$ cat src/rtl/mips_instr_encoder.sv
// ============================================================================
// Module  : mips_instr_encoder
// Brief   : Streams MIPS instruction requests into encoded 32-bit words with
//           sequential byte addresses. Optional trap word: MIPS_ENC_TRAP_EN.
// Rev     : 1.0 - initial release
// ============================================================================
`default_nettype none

module mips_instr_encoder #(
  parameter logic [31:0] BASE_ADDR = 32'h0000_0000
) (
  input  logic        clk,
  input  logic        rst,
  input  logic        in_valid,
  output logic        in_ready,
  input  logic [3:0]  in_kind,
  input  logic [4:0]  in_rs,
  input  logic [4:0]  in_rt,
  input  logic [4:0]  in_rd,
  input  logic [5:0]  in_funct,
  input  logic [15:0] in_imm,
  input  logic [25:0] in_target,
  input  logic        in_last,
  output logic        out_valid,
  input  logic        out_ready,
  output logic [31:0] out_instr,
  output logic [31:0] out_addr,
  output logic        done,
  output logic        err,
  output logic [15:0] instr_count
);

  typedef enum logic [1:0] {
    RUN  = 2'd0,
    TRAP = 2'd1,
    DONE = 2'd2
  } state_t;

  localparam logic [5:0] OP_RTYPE = 6'b000000;
  localparam logic [5:0] OP_ADDI  = 6'b001000;
  localparam logic [5:0] OP_ANDI  = 6'b001100;
  localparam logic [5:0] OP_LW    = 6'b100011;
  localparam logic [5:0] OP_SW    = 6'b101011;
  localparam logic [5:0] OP_BEQ   = 6'b000100;
  localparam logic [5:0] OP_BNE   = 6'b000101;
  localparam logic [5:0] OP_J     = 6'b000010;

  state_t      state_q, state_d;
  logic        out_valid_q, out_valid_d;
  logic [31:0] out_instr_q, out_instr_d;
  logic [31:0] out_addr_q, out_addr_d;
  logic        done_q, done_d;
  logic        err_q, err_d;
  logic [15:0] count_q, count_d;
`ifdef MIPS_ENC_TRAP_EN
  logic        trap_sent_q, trap_sent_d;
`endif

  logic        w_out_free;
  logic        w_hs;
  logic        w_accept;
  logic        w_legal;
  logic [31:0] w_enc;

  assign w_out_free = !out_valid_q || out_ready;
  assign w_hs       = out_valid_q && out_ready;
  assign in_ready   = (state_q == RUN) && w_out_free;
  assign w_accept   = in_valid && in_ready;
  assign w_legal    = !in_kind[3];

  always_comb begin
    w_enc = 32'h0000_0000;
    case (in_kind)
      4'd0:    w_enc = {OP_RTYPE, in_rs, in_rt, in_rd, 5'b00000, in_funct};
      4'd1:    w_enc = {OP_ADDI, in_rs, in_rt, in_imm};
      4'd2:    w_enc = {OP_ANDI, in_rs, in_rt, in_imm};
      4'd3:    w_enc = {OP_LW,   in_rs, in_rt, in_imm};
      4'd4:    w_enc = {OP_SW,   in_rs, in_rt, in_imm};
      4'd5:    w_enc = {OP_BEQ,  in_rs, in_rt, in_imm};
      4'd6:    w_enc = {OP_BNE,  in_rs, in_rt, in_imm};
      4'd7:    w_enc = {OP_J,    in_target};
      default: w_enc = 32'h0000_0000;
    endcase
  end

  always_comb begin
    state_d     = state_q;
    out_valid_d = out_valid_q;
    out_instr_d = out_instr_q;
    done_d      = done_q;
    err_d       = err_q;
`ifdef MIPS_ENC_TRAP_EN
    trap_sent_d = trap_sent_q;
`endif
    // out_addr always names the word in (or next loaded into) the output register
    out_addr_d  = w_hs ? out_addr_q + 32'd4 : out_addr_q;
    count_d     = (w_hs && count_q != 16'hFFFF) ? count_q + 16'd1 : count_q;

    if (w_hs) begin
      out_valid_d = 1'b0;
    end

    case (state_q)
      RUN: begin
        if (w_accept) begin
          if (w_legal) begin
            out_valid_d = 1'b1;
            out_instr_d = w_enc;
          end else begin
            err_d = 1'b1;
          end
          if (in_last) begin
            state_d = TRAP;
`ifdef MIPS_ENC_TRAP_EN
            trap_sent_d = 1'b0;
`endif
          end
        end
      end
      TRAP: begin
`ifdef MIPS_ENC_TRAP_EN
        if (!trap_sent_q) begin
          if (w_out_free) begin
            out_valid_d = 1'b1;
            out_instr_d = {OP_J, out_addr_d[27:2]};
            trap_sent_d = 1'b1;
          end
        end else if (w_out_free) begin
          state_d = DONE;
          done_d  = 1'b1;
        end
`else
        // Drain only: finish once the last word has left the output register
        if (w_out_free) begin
          state_d = DONE;
          done_d  = 1'b1;
        end
`endif
      end
      DONE: begin
        state_d = DONE;
      end
      default: begin
        state_d = RUN;
      end
    endcase
  end

  always_ff @(posedge clk) begin
    if (rst) begin
      state_q     <= RUN;
      out_valid_q <= 1'b0;
      out_instr_q <= 32'h0000_0000;
      out_addr_q  <= BASE_ADDR;
      done_q      <= 1'b0;
      err_q       <= 1'b0;
      count_q     <= 16'h0000;
`ifdef MIPS_ENC_TRAP_EN
      trap_sent_q <= 1'b0;
`endif
    end else begin
      state_q     <= state_d;
      out_valid_q <= out_valid_d;
      out_instr_q <= out_instr_d;
      out_addr_q  <= out_addr_d;
      done_q      <= done_d;
      err_q       <= err_d;
      count_q     <= count_d;
`ifdef MIPS_ENC_TRAP_EN
      trap_sent_q <= trap_sent_d;
`endif
    end
  end

  assign out_valid   = out_valid_q;
  assign out_instr   = out_instr_q;
  assign out_addr    = out_addr_q;
  assign done        = done_q;
  assign err         = err_q;
  assign instr_count = count_q;

endmodule

`default_nettype wire

$ cat config.mk
export PLATFORM = sky130hd
export DESIGN_NAME = mips_instr_encoder
export DESIGN_NICKNAME = d
export VERILOG_FILES = /design/src/rtl/mips_instr_encoder.sv
export SDC_FILE = /design/constraint.sdc
export NUM_CORES = 1
export LEC_CHECK = 0
export CORE_UTILIZATION = 44
export DETAILED_ROUTE_END_ITERATION = 10
export PLACE_DENSITY = 0.81
export SLEW_MARGIN = 40
export SYNTH_ARGS = -nofsm -noshare
export SYNTH_HDL_FRONTEND = slang
export SYNTH_SLANG_ARGS = --single-unit
$ cat constraint.sdc
create_clock -name clk -period 2.6 [get_ports clk]
set_clock_uncertainty 0.2 [all_clocks]
set_input_delay 0.52 -clock clk [delete_from_list [all_inputs] [get_ports clk]]
set_output_delay 0.52 -clock clk [all_outputs]
set_load 0.02 [all_outputs]
# ---- Word level (Yosys, flattened, before mapping)
# Cells that the tools add are included.
dict set report op_classes {
  addsub 2
  multipliers 0
  div 0
  magnitude_cmp 0
  n_eq_ne 13
  shift 0
  muxes 9
  bitwise 1
  reduce_logical 12
}
# operator count
set ops {}
lappend ops {{one-hot mux 32 bit (8 select lines)} 1}
lappend ops {{adder 32 x 3 -> 32 bit (second input constant)} 1}
lappend ops {{adder 16 x 1 -> 16 bit (second input constant)} 1}
lappend ops {{equality test 4 x 3 -> 1 bit (second input constant)} 4}
lappend ops {{!= test 16 bit (second input constant)} 1}
lappend ops {{AND reduction 3 bit} 3}
lappend ops {{equality test 4 x 2 -> 1 bit (second input constant)} 2}
lappend ops {{2-to-1 mux 2 bit} 3}
lappend ops {{!= test 2 bit (second input constant)} 3}
lappend ops {{one-hot mux 2 bit (3 select lines)} 1}
lappend ops {{equality test 4 x 1 -> 1 bit (second input constant)} 1}
lappend ops {{logical AND 1 bit} 4}
lappend ops {{zero test 4 bit} 1}
lappend ops {{2-to-1 mux 1 bit} 4}
lappend ops {{equality test 2 x 1 -> 1 bit (second input constant)} 1}
lappend ops {{equality test 2 bit (second input constant)} 1}
lappend ops {{zero test 2 bit} 1}
lappend ops {{AND reduction 2 bit} 1}
lappend ops {{zero test 1 bit} 1}
lappend ops {{logical OR 1 bit} 1}
lappend ops {{NOT 1 bit} 1}
dict set report totals {
  reg_bits 85
  latchBits 0
  mem_bits_rw 0
  mem_bits_ro 0
  input_bits 72
  output_inout_bits 84
  word_cells 44
  n_memories 0
}

# ---- Logic depth before layout (Yosys ltp)
# Gate-level depths: netlist (run 1).
dict set report depth {
  ltp_word 6
  ltp_mapped 7
  depth_no_buf 6
}

# ---- Worst setup path after synthesis (run 1)
# OpenSTA, ideal clock, no wires.
dict set report synth_path {
  path_kind {register to register}
  start {reg out_addr_q[2] (netlist: out_addr[2])}
  end {reg out_addr_q[30] (netlist: out_addr[30])}
  setup_time_ns 0.070
  arrival_time_ns 2.019
  required_ns 2.330
  setup_slack_ns 0.310
  path_stages_with_launch 7
  n_path_buf 1
  period_less_slack_ns 2.290
  path_cell_list {dfxtp_1 -> ha_1 -> nand3_1 -> or4_1 -> clkbuf_2 -> or4_1 -> a21oi_1}
}
dict set report synth_via {
  elab_chain_len 1
}
# item line_no
set synth_rtl {}
lappend synth_rtl {{from (decl)} 51} ;# logic [31:0] out_addr_q, out_addr_d;
lappend synth_rtl {{from (signal assigned)} 165} ;# out_addr_q <= out_addr_d;
lappend synth_rtl {{adder 32 x 3 -> 32 bit} 96} ;# out_addr_d = w_hs ? out_addr_q + 32'd4 : out_addr_q;
# Every way passes these cells.
# A chain may end at the register's enable or synchronous reset.

# ---- Worst setup path in the final report (run 1)
dict set report layout_path {
  start {reg out_valid_q (netlist: out_valid)}
  end {out in_ready}
}
dict set report layout_via {
  elab_chain_len 3
}
# item line_no
set layout_rtl {}
lappend layout_rtl {{from (decl)} 49} ;# logic out_valid_q, out_valid_d;
lappend layout_rtl {{from (signal assigned)} 163} ;# out_valid_q <= out_valid_d;
lappend layout_rtl {{zero test 1 bit} 65} ;# assign w_out_free = !out_valid_q || out_ready;
lappend layout_rtl {{logical OR 1 bit} 65}
lappend layout_rtl {{logical AND 1 bit} 67} ;# assign in_ready = (state_q == RUN) && w_out_free;
lappend layout_rtl {{to (decl)} 15} ;# output logic in_ready,
# Every way passes these cells.

==> reports/metrics.csv, run 1 <==
stage;metric;value;unit
placed_design;port_buffers;152;
floorplanning;core_region_area;8380;um2
critical_path;endpoint_kind;primary output;
placed_design;hpwl;7940;um
route;drtAntennaViolNets;0;
sta;finalSetupViolCount;0;
critical_path;critPathSlowestCell;dfxtp_1;
grt;antenna_found_initial;0;
critical_path;crit_fanout;8;
job;maxCapViolations;0;
route;drc;0;
floorplanning;io_pins;156;
final_layout;drive_above_1_share;0.0775;
yosys;ys_warn_count;0;
critical_path;crit_family;flip-flops;
yosys;syn_area;3900;um2
sta;setup_ws;0.269;ns
yosys;synth-edff-count;0;
yosys;ys_seq_elements;82;
grt;grt_pass1_vias;3920;
yosys;synth_top_area_share;0.421;
grt;grt_max_degree;35;
route;routed_via_density;5.61;
clock_tree;cts_buffers;9;
placed_design;place_congestion;0.825;
route;vias;4064;
clock_tree;cts_sinks;82;
placed_design;place_ws;-0.252;ns
status;outcome;complete, no violations;
floorplanning;die_area;9240;um2
sta;fin_crit;2.33;ns
grt;grt_use_met1;0.288;
final_layout;area_delta_synth_final;49.4;%
grt;met2_usage;0.420;
pwr;total_power;3.36;mW
route;drt-total-wl;10900;um
yosys;yosys.area.top_type;dfxtp_1;
critical_path;critical_path_class;reg -> out;
clock_tree;clk_pin_slew;0.08;ns
pwr;power_density;577;nW/um2
yosys;syn_area_per_cell;8.46;um2
sta;rsz0062_at_grt;false;
critical_path;cp-start-kind;flop;
sta;max_freq;0.429;GHz
yosys;synth_area_leaders;dfxtp_1 (42%), nor2_1 (5.4%), a211oi_1 (4.6%);
route;drt-initial-drc-count;116;
route;avgRoutedWirePerCell;15.1;um
worst_hold_path;min_path_type;reg -> reg;
critical_path;cp.arrival;1.61;ns
clock_tree;cts_buffer_depth;2;
sta;fin_tns_setup;0;ns
critical_path;path_cells;or2b_1, and2_1, dlygate4sd2_1;
clock_tree;root_buffer;clkbuf_8;
yosys;async_reset_ff_frac;0;
sta;max_slew_margin;0.518;
route;first_pass_iters;5;
grt;grt_util_all_layers;0.246;
sta;hold_viol;0;
clock_tree;htree_levels;3;
sta;period_share;0.897;
floorplanning;start_util;0.465;
pwr;cellLeakagePower;1.98;nW
sta;drv_slew;0;
yosys;syn_inst;461;
critical_path;worstPathRequired;1.88;ns
clock_tree;clk_latency;0.35;ns
clock_tree;cts_tree;yes;
grt;grt_overflow;0;
floorplanning;die_w;96.1;um
floorplanning;rows;33;
critical_path;path_buf_inv;1;
grt;grt_pass1_wl;17900;um
pwr;peakVddDrop;353;uV
grt;grt_util_met3;0.0656;
yosys;synth.distinct_cells;49;
sta;worst_pin_slew;0.720;ns
final_layout;antennaDiodeCount;0;
critical_path;critPathMaxStageDelay;0.47;ns
floorplanning;die_y;96.1;um
yosys;yosysSeqAreaShare;0.421;
grt;top_usage_layer;met2;
yosys;synthTopCellsByCount;dfxtp_1 (82), nor2_1 (56), a21oi_1 (30), nor3_1 (26), a211oi_1 (24);
final_layout;nets;692;
yosys;yosysMostFrequentCell;dfxtp_1;
yosys;ys.flop_type;dfxtp_1;
## power by group
part / switching [mW] / total (mW) / internal, mW
registers: 0.0706 / 1.45 / 1.38
logic: 0.513 / 1.01 / 0.502
clock network: 0.438 / 0.901 / 0.463
total: 1.02 / 3.36 / 2.34
## logic make-up (layout without fill, tap and decap cells)
kind of cell	count (synthesis)	after routing	share of synthesized area
mux	8	8	0.0225
buf+inv	42	198	0.0449
fa+ha+maj	5	5	0.0160
other cells	1	3	0.000962
xor+xnor	13	13	0.0292
simple gates	206	206	0.285
flops	82	82	0.421
compound gates	104	104	0.180
## flip-flops by register name, indices dropped and copies added, names as in the netlist
name         cells
out_addr        30
done             1
instr_count     16
out_instr       31
state_q          2
err              1
out_valid        1
## stage by stage
stage	hold WS (ns)	area, um2	instances	utilization
final	0.252	5820	724	0.695
after global routing	0.275	5820	724	0.695
after CTS	0.258	5820	724	0.694
after detailed placement	0.250	5630	709	0.672
after global placement	0.248	5630	709	0.672
after floorplan	0.260	3910	463	-
## worst paths after layout
path                              start  slack (ns)  cells after the start                          to
max                out_valid$_SDFF_PP0_        0.27                      3                    in_ready
min          out_instr[29]$_SDFFE_PP0P_        0.25                      2  out_instr[29]$_SDFFE_PP0P_
max reg2reg    out_addr[3]$_SDFFE_PP0P_        0.31                      6   out_addr[20]$_SDFFE_PP0P_
min reg2reg  out_instr[29]$_SDFFE_PP0P_        0.25                      2  out_instr[29]$_SDFFE_PP0P_
## cell usage in the layout (no fill, tap or decap), types with 3 or more instances in the layout
| cell type | count |
|---|---|
| a211oi_1 | 24 |
| a21oi_1 | 30 |
| a221oi_1 | 5 |
| a222oi_1 | 11 |
| and2_1 | 5 |
| and3_1 | 4 |
| and4_1 | 7 |
| buf_12 | 4 |
| buf_4 | 19 |
| clkbuf_8 | 10 |
| clkdlybuf4s50_1 | 149 |
| conb_1 | 3 |
| dfxtp_1 | 82 |
| ha_1 | 5 |
| inv_1 | 8 |
| mux2_2 | 6 |
| nand2_1 | 22 |
| nand3_1 | 13 |
| nand4_1 | 14 |
| nor2_1 | 56 |
| nor2b_1 | 6 |
| nor3_1 | 26 |
| nor3b_1 | 12 |
| nor4_1 | 3 |
| o21ai_0 | 16 |
| o31ai_1 | 10 |
| or3_1 | 17 |
| or4_1 | 11 |
| xnor2_1 | 5 |
| xor2_1 | 8 |
## per-layer routing
layer / part of all wire / wire length [um]
met3: 0.069 / 751
met4: 0.020 / 223
met5: 0 / 0
met2: 0.49 / 5310
met1: 0.42 / 4630
## cell type report
cell class | instances | area, um2
Clock buffer | 12 | 145
Clock inverter | 3 | 40.0
Fill cell | 687 | 2560
Inverter | 8 | 30.0
Multi-Input combinational cell | 339 | 2100
Sequential cell | 82 | 1640
Tap cell | 105 | 131
Timing Repair Buffer | 175 | 1740
## tightest hold or removal path, cell delays in order, from the launching register on
cell and delay, ns:
dfxtp_1 0.31, nand2_1 0.05, a21oi_1 0.05
## timing repair
action | 4_1_cts | 5_1_grt
resized for setup | 1 | 1
hold buffers | 0 | 0
endpoints found under the setup margin | 1 | 2
gates cloned | 0 | 0
buffers inserted | 0 | 0
(Power assumes the default switching activity.)
==> run 2, diff against run 1 <==
--- a/config.mk
+++ b/config.mk
@@ -8,6 +8,7 @@
 export CORE_UTILIZATION = 44
 export DETAILED_ROUTE_END_ITERATION = 10
 export PLACE_DENSITY = 0.81
+export REMOVE_ABC_BUFFERS = 1
 export SLEW_MARGIN = 40
 export SYNTH_ARGS = -nofsm -noshare
 export SYNTH_HDL_FRONTEND = slang
==> reports/metrics.csv, run 2 (synthesized netlist as in run 1, its figures left out) <==
stage;metric;value;unit
floorplanning;core_region_area;8380;um2
route;vias;4073;
sta;max_freq;0.393;GHz
sta;hold_viol;0;
critical_path;cp-start-kind;primary input;
sta;setup_ws;0.0564;ns
route;drt-initial-drc-count;200;
sta;finalSetupViolCount;0;
sta;drv_slew;0;
route;first_pass_iters;7;
critical_path;worstPathRequired;1.88;ns
grt;grt_util_all_layers;0.243;
clock_tree;clk_latency;0.35;ns
final_layout;final_common_cell;clkdlybuf4s50_1;
clock_tree;cts_setup_buffers;0;
final_layout;fin_util;0.699;
floorplanning;die_y;96.1;um
critical_path;critical_path_class;in -> out;
clock_tree;cts_sinks;82;
clock_tree;cts_buffers;9;
route;drt-total-wl;10900;um
clock_tree;cts_tree;yes;
grt;grt_pass1_wl;17400;um
job;maxCapViolations;0;
worst_hold_path;hp-start;out_instr[29]$_SDFFE_PP0P_;
pwr;peakVddDrop;311;uV
placed_design;hpwl;8160;um
final_layout;post-route-cell-area;5860;um2
critical_path;r2r-end;out_addr[28]$_SDFFE_PP0P_;
sta;fin_crit;2.54;ns
placed_design;port_buffers;152;
final_layout;drive_above_1_share;0.0867;
critical_path;r2r_cells;5;
pwr;power_density;592;nW/um2
final_layout;num-fill-cells;634;
grt;grt_max_degree;44;
grt;grt_pass1_vias;3703;
critical_path;endpoint_kind;primary output;
worst_hold_path;min_path_type;reg -> reg;
worst_hold_path;hold_path_end;out_instr[29]$_SDFFE_PP0P_;
clock_tree;clk_pin_slew;0.07;ns
floorplanning;die_w;96.1;um
sta;max_slew_margin;0.527;
clock_tree;htree_levels;3;
critical_path;cp.arrival;1.82;ns
route;drc;0;
floorplanning;rows;33;
critical_path;crit_fanout;7;
floorplanning;die_area;9240;um2
pwr;cellLeakagePower;1.99;nW
final_layout;largest_reg_flops;31;
critical_path;rrSetupSlack;0.40;ns
final_layout;nets;696;
sta;fin_tns_setup;0;ns
route;drtAntennaViolNets;0;
clock_tree;root_buffer;clkbuf_8;
clock_tree;cts_buffer_depth;2;
placed_design;place_ws;-0.260;ns
sta;worst_pin_slew;0.707;ns
final_layout;area_delta_synth_final;50.3;%
final_layout;antennaDiodeCount;0;
placed_design;place_congestion;0.775;
sta;rsz0062_at_grt;false;
clock_tree;cts_hold_buf;0;
route;routed_via_density;5.59;
final_layout;mostFrequentLayoutCells;clkdlybuf4s50_1 (150), dfxtp_1 (82), nor2_1 (56);
grt;grt_overflow;0;
status;outcome;complete, no violations;
floorplanning;start_util;0.465;
grt;antenna_found_initial;0;
placed_design;place_area;5620;um2
worst_hold_path;whs_path_depth;2;
floorplanning;io_pins;156;
sta;period_share;0.978;
critical_path;reg2reg_from;out_addr[2]$_SDFFE_PP0P_;
route;avgRoutedWirePerCell;15.0;um
run 2: cell count changes in the layout (fill, tap and decap cells not counted):
cell,before,now
buf_4,19,26
buf_12,4,1
clkinv_2,2,0
bufinv_16,1,2
clkbuf_8,10,11
clkdlybuf4s50_1,149,150
dlymetal6s2s_1,1,0
nor4_1,3,2
nor4_2,0,1
or4_1,11,10
or4_4,1,2
run 2: layout make-up:
cell class | count | area [um2] | share of cell area
clock buffer | 13 | 159 | 0.0271
tap | 105 | 131 | 0.0224
multi-input combinational | 339 | 2110 | 0.359
timing repair buffer | 179 | 1730 | 0.295
inverter | 8 | 30.0 | 0.00513
clock inverter | 2 | 60.1 | 0.0103
sequential | 82 | 1640 | 0.280
run 2: worst max path at each step:
| stage | start | to | slack [ns] | cells past startpoint |
|---|---|---|---|---|
| finish | out_ready | in_ready | 0.06 | 4 |
| global route | out_ready | in_ready | 0.003 | 4 |
| CTS | out_ready | in_ready | 0.07 | 4 |
| detailed placement | out_ready | out_addr[28]$_SDFFE_PP0P_ | -0.26 | 5 |
| floorplan | instr_count[0]$_SDFFE_PP0P_ | instr_count[7]$_SDFFE_PP0P_ | 0.17 | 5 |
| global placement | out_ready | out_addr[29]$_SDFFE_PP0P_ | -0.24 | 5 |
run 2: where the power goes:
| group | switching [mW] | leakage, nW | internal [mW] |
|---|---|---|---|
| registers | 0.0724 | 0.666 | 1.38 |
| logic | 0.505 | 1.21 | 0.485 |
| clock network | 0.437 | 0.110 | 0.590 |
run 2: per-layer routing:
| layer | vias up | track usage | part of all wire |
|---|---|---|---|
| li1 | 2030 | - | - |
| met1 | 1902 | 0.296 | 0.42 |
| met2 | 129 | 0.411 | 0.50 |
| met3 | 12 | 0.0632 | 0.067 |
| met4 | 0 | 0.0833 | 0.012 |
| met5 | - | 0 | 0 |
run 2: worst max-delay path, cell delays in order:
cell and delay [ns]:
clkdlybuf4s50_1 0.53, or2b_1 0.29, and2_1 0.17, dlygate4sd2_1 0.32
run 2: what timing repair did:
item,in CTS,in global routing
pin swaps,0,0
endpoints found under the setup margin,1,2
gates resized for setup,1,2
gates cloned,0,0
run 2: through the flow:
step | power, mW | hold slack, ns | cells
floorplan | 1.96 | 0.260 | 429
global placement | 2.45 | 0.243 | 713
detailed placement | 2.47 | 0.259 | 713
CTS | 3.48 | 0.270 | 728
global route | 3.64 | 0.285 | 728
finish | 3.47 | 0.267 | 728
